## src/rtl/fragmented_replicator_pkg.sv

```systemverilog
// fragmented_replicator_pkg: width helpers and output slot mappings for the fragment replicator.
package fragmented_replicator_pkg;
  function automatic int frag_w(input int wire_l);
    return 2 ** wire_l;
  endfunction
  function automatic int in_w(input int bus_l, input int wire_l);
    return 2 ** (bus_l + wire_l);
  endfunction
  function automatic int out_w(input int bus_l, input int way_l, input int wire_l);
    return 2 ** (bus_l + way_l + wire_l);
  endfunction
  function automatic int slot_contig(input int f, input int w, input int way_l);
    return f * (2 ** way_l) + w;
  endfunction
  function automatic int slot_inter(input int f, input int w, input int bus_l);
    return w * (2 ** bus_l) + f;
  endfunction
endpackage

```

## src/rtl/fragmented_replicator_if.sv

```systemverilog
// fragmented_replicator_if: valid-qualified input bus and widened registered output bus.
interface fragmented_replicator_if import fragmented_replicator_pkg::*; #(
    parameter int WIRE = 3,
    parameter int WAY  = 1,
    parameter int BUS  = 1
);
    logic                            in_valid;
    logic [in_w(BUS, WIRE)-1:0]      in;
    logic                            out_valid;
    logic [out_w(BUS, WAY, WIRE)-1:0] out;
    modport master (output in_valid, output in, input out_valid, input out);
    modport slave  (input in_valid, input in, output out_valid, output out);
endinterface

```

## src/rtl/fragment_replicate.sv

```systemverilog
// fragment_replicate: combinational 2**WAY copies of one 2**WIRE-bit fragment.
module fragment_replicate #(
    parameter int WIRE = 3,
    parameter int WAY  = 1
) (
    input  logic [2**WIRE-1:0]       frag,
    output logic [2**(WAY+WIRE)-1:0] copies
);
    assign copies = {(2 ** WAY){frag}};
endmodule

```

## src/rtl/fragmented_replicator.sv

```systemverilog
// fragmented_replicator: replicates each input fragment 2**WAY times into a registered bus.
// FRAGMENTED_REPLICATOR_INTERLEAVE_EN selects whole-bus interleave instead of contiguous copies.
module fragmented_replicator import fragmented_replicator_pkg::*; #(
    parameter int WIRE = 3,
    parameter int WAY  = 1,
    parameter int BUS  = 1
) (
    input  logic                   clk,
    input  logic                   rst_n,
    fragmented_replicator_if.slave io
);
    localparam int FW = frag_w(WIRE);
    localparam int NF = 2 ** BUS;
    localparam int NC = 2 ** WAY;
    localparam int OW = out_w(BUS, WAY, WIRE);
`ifdef FRAGMENTED_REPLICATOR_INTERLEAVE_EN
    localparam bit ILV = 1'b1;
`else
    localparam bit ILV = 1'b0;
`endif
    logic [OW-1:0] out_d;
    genvar f, w;
    for (f = 0; f < NF; f++) begin : g_frag
        logic [NC*FW-1:0] copies;
        fragment_replicate #(.WIRE(WIRE), .WAY(WAY)) u_rep (
            .frag   (io.in[f*FW +: FW]),
            .copies (copies)
        );
        for (w = 0; w < NC; w++) begin : g_copy
            localparam int S = ILV ? slot_inter(f, w, BUS) : slot_contig(f, w, WAY);
            assign out_d[S*FW +: FW] = copies[w*FW +: FW];
        end
    end
    always_ff @(posedge clk or negedge rst_n) begin
        if (!rst_n) begin
            io.out       <= '0;
            io.out_valid <= 1'b0;
        end else begin
            io.out_valid <= io.in_valid;
            if (io.in_valid) io.out <= out_d;
        end
    end
endmodule

```

## src/flat_wrapper.sv

```systemverilog
// flat-port wrapper written by rule: the top's interface ports become plain ports
module fragmented_replicator_flat import fragmented_replicator_pkg::*;
#(
    parameter int WIRE = 3,
    parameter int WAY  = 1,
    parameter int BUS  = 1
)
  (clk, rst_n, io_in_valid, io_in, io_out_valid, io_out);
  fragmented_replicator_if #(.WIRE(WIRE), .WAY(WAY), .BUS(BUS)) io_i ();
  input  logic clk;
  input  logic rst_n;
  input wire logic [$bits(io_i.in_valid)-1:0] io_in_valid;
  input wire logic [$bits(io_i.in)-1:0] io_in;
  output wire logic [$bits(io_i.out_valid)-1:0] io_out_valid;
  output wire logic [$bits(io_i.out)-1:0] io_out;
  assign io_i.in_valid = io_in_valid;
  assign io_i.in = io_in;
  assign io_out_valid = io_i.out_valid;
  assign io_out = io_i.out;
  fragmented_replicator #(.WIRE(WIRE), .WAY(WAY), .BUS(BUS)) u_core (.clk(clk), .rst_n(rst_n), .io(io_i));
endmodule
```

## config.mk

```make
export PLATFORM = sky130hd
export DESIGN_NAME = fragmented_replicator_flat
export DESIGN_NICKNAME = d
export VERILOG_FILES = /design/src/rtl/fragmented_replicator_pkg.sv /design/src/rtl/fragmented_replicator_if.sv /design/src/rtl/fragment_replicate.sv /design/src/rtl/fragmented_replicator.sv /design/src/flat_wrapper.sv
export SDC_FILE = /design/constraint.sdc
export NUM_CORES = 1
export LEC_CHECK = 0
export CORE_MARGIN = 2
export CORE_UTILIZATION = 47
export DETAILED_ROUTE_END_ITERATION = 10
export GPL_TIMING_DRIVEN = 0
export PLACE_DENSITY_LB_ADDON = 0.1
export SYNTH_ARGS = -nofsm -noshare
export SYNTH_HDL_FRONTEND = slang
export SYNTH_HIERARCHICAL = 1
export SYNTH_SLANG_ARGS = --single-unit
```

## constraint.sdc

```tcl
create_clock -name clk -period 0.8 [get_ports clk]
set_input_delay 0.12 -clock clk [delete_from_list [all_inputs] [get_ports clk]]
set_output_delay 0.12 -clock clk [all_outputs]
set_load 0.05 [all_outputs]
```

Yosys cells after proc, flatten, opt, wreduce, memory -nomap -nowiden. Index checks and enable logic that the tools add are counted.

Bits in registers: 33. Output and inout bits: 33.

Logic depth before layout (Yosys ltp).
Depth in word-level cells: 0. Gate-level depth with buffers: 3. Gate-level depth less buffers: 1.

Cells and area by module. The synthesis kept the hierarchy.

By module, submodules not included: fragmented_replicator (times used 1, cells an instance 69, area each 1370.1 µm², seq. area each 825.8 µm²); fragment_replicate (times used 2, cells an instance 16, area each 120.1 µm², seq. area each 0.0 µm²).

Worst setup path after synthesis. No wires, ideal clock.

Kind: reg2reg. Start point: register u_core/io.out[0] (netlist name). End point: register u_core.io.out[0]. Library setup time: 0.125 ns. Data arrival time: 0.869 ns. Required time: 0.675 ns. Setup slack: -0.194 ns. Cell stages (with the launch flop): 2. Buffers on the path: 0. Period minus slack after synthesis: 0.994 ns. Cell sequence: dfrtp_1 -> mux2_4.

RTL lines: end signal, assigned (RTL line fragmented_replicator.sv:40) `if (io.in_valid) io.out <= out_d;`; end, declared (RTL line fragmented_replicator_if.sv:12) `modport slave (input in_valid, input in, output out_valid, output out);`.

==> metrics.txt <==
mux cell area share after synthesis=roughly 29%; HP Class=in2async; Post-Syn Area per Cell=~16 µm²; drt pass-1 iters=4; met3 Usage GRT=about 6.8%; VDD IR max=~1100 µV; final setup fails=between 60 and 70; TritonCTS Buffers=5; io pins=52; first-pass GRT wire length=5860 µm; compound-gate portion of the synthesized area=0%; Yosys reg bits=33; synthesized cell area=approximately 1600 µm²; Slew Limit Fails=0; ant diodes=0; via count=~1000; GPL Wtd Cong=0.618; synth-to-layout area growth=70.2%; Syn Nets=120; unrepaired setup endpoints after global routing=yes; crit path DAT=between 1 and 1.5 ns; failing checks=negative hold slack, negative setup slack; Die Span X=between 60 and 70 µm; slowest cell on the critical path=dfrtp_2; Initial Util=48.6%; DIE HEIGHT=between 60 and 70 µm; CP peak stage delay=approximately 0.44 ns; number of global-route vias before repair=1171; pin count of the biggest net entering global routing=34; minimum clock period=roughly 1.0 ns; maximum clock path buffer count=2; worst slew pin tran=about 0.72 ns; vias per cell=between 4 and 5; full die area=~3900 µm²; FMAX=roughly 0.96 GHz; Final Hold Viols=33; Final WS setup=-0.241 ns; fin nets=around 210; clock latency on the worst-skew pair=approximately 0.32 ns; initial drt markers=10; CTS tree=done; R2R Setup Slk=-0.24 ns; I/O Buffers=35; Max FO, Critical Path=2; FF-to-FF Start=u_core/io.out[20]; power density over the cells=1760 nW/µm²; Final Cycle Share=130%; Clk Tree Root Cell=clkbuf_4; leading cell type in the layout, fill and taps excluded=buf_6; Slew HR=52.2%; met1 GRT Util=a little under a quarter; xor and xnor area share after synthesis=0%; Cell variety after synth=6; DP Area=between 2000 and 2500 µm²; clock transition at the registers of the reported paths=roughly 0.09 ns; commonest cells after routing, fill and taps aside=buf_6, buf_4, mux2_4, dfrtp_2, dlygate4sd3_1; register area share after synthesis=51.3%; DP Worst Slack=-0.568 ns; Total GRT Usage=between 10% and 20%; leakage=roughly 0.0013 µW; clk sink count=33; most used routing layer=met2; DP HPWL=roughly 1900 µm; worst path required time=1.01 ns; critical path cell sequence=buf_4 -> buf_6 -> mux2_4; initial antenna violation count=0; Antenna Nets Post-Route=0; # fillers=178; synthesized instance count=around 100; final wirelength=roughly 3400 µm; adder-cell area share of the yosys netlist=0%; CP delay by family, top=flip-flops; area of the multi-input gates=about 480 µm²; capture point of the worst reg-to-reg path=u_core/io.out[20]; Synth Area in Simple Gates=0%; Rows=21; Setup crit start kind=flop; worst r2r path cells=3; largest family of logic cells by synthesized area=multiplexers; Synthesis Warnings=6; met2 Use GR=34.7%; WS Path Type=reg2reg; Fin Clk Skew=0 ns; CTS H-tree depth=2; Core Box Area=between 3000 and 4000 µm²; status=finished with violations; GR Overflow Total=0; max cap viols=0; design area=approximately 2700 µm²; CP bufs+invs=2; critical path capture point type=flop; Reg area=866 µm²; share of cells above drive strength 1=84.1%; detailed-route DRC error count=0; WL per Instance=between 10 and 15 µm; hold_ws=-0.169 ns
## cell usage after synthesis, drive strengths merged
cell type	count	share of area, %
mux2	32	29
buf	36	19
dfrtp	33	51
## worst register-to-register path, cell delays in order, from the launching register on
cell and delay, ns:
dfrtp_2 0.44, buf_4 0.14, buf_6 0.10, mux2_4 0.26
## layer usage
layer	share of wire, %	routed length [µm]
met1	41	1390
met2	53	1820
met3	5.8	199
met4	0.44	15
met5	0	0
## cell type report
class                   instances  area share (%)
plain buffers                  36            11.4
flip-flops and latches         33            31.6
repair buffers                 87            35.4
clock buffers                   7            2.01
well taps                      46            2.10
multi-input cells              32            17.5
## sequential cells by signal (all words and copies together), names as in the netlist
register	cells
u_core/io.out_valid	1
u_core/io.out	32
## through the flow
| stage | cells | total power, µW | TNS [ns] | utilization [%] |
|---|---|---|---|---|
| finish | 241 | 4810 | -9.25 | 82.8 |
| global route | 241 | 5060 | -11.35 | 82.8 |
| CTS | 232 | 4790 | -9.53 | 79.5 |
| detailed placement | 182 | 3440 | -32.58 | 62.0 |
| global placement | 182 | 3420 | -68.15 | 62.2 |
| floorplan | 101 | 3020 | -3.49 | - |
## how the worst max path moves through the flow
stage,start,depth (start not counted),endpoint
after floorplan,u_core/io.out[0],1,u_core/io.out[0]
after global placement,rst_n,1,u_core/io.out[31]
after detailed placement,io_in_valid,4,u_core/io.out[20]
after CTS,u_core/io.out[25],1,io_out[25]
after global routing,u_core/io.out[27],1,io_out[27]
final,u_core/io.out[20],3,u_core/io.out[20]
## timing repair
action	in CTS	in global routing
cloned	2	0
hold buffers	24	5
hold endpoints to repair	57	38
gates resized for setup	246	15
endpoints found under the setup margin	65	65
buffers inserted	17	11
## report_power, final
group | leakage (µW) | total, µW | switching (µW) | internal (µW)
registers | 0.000354 | 2000 | 135 | 1860
clock network | 0.0000314 | 945 | 530 | 415
logic | 0.000947 | 1870 | 886 | 983
total | 0.00133 | 4810 | 1550 | 3260
## cell families after synthesis
| logic type | Yosys count |
|---|---|
| multiplexers | 32 |
| buffers and inverters | 36 |
| flip-flops | 33 |
Note: power is estimated with default switching activity, not from simulation.
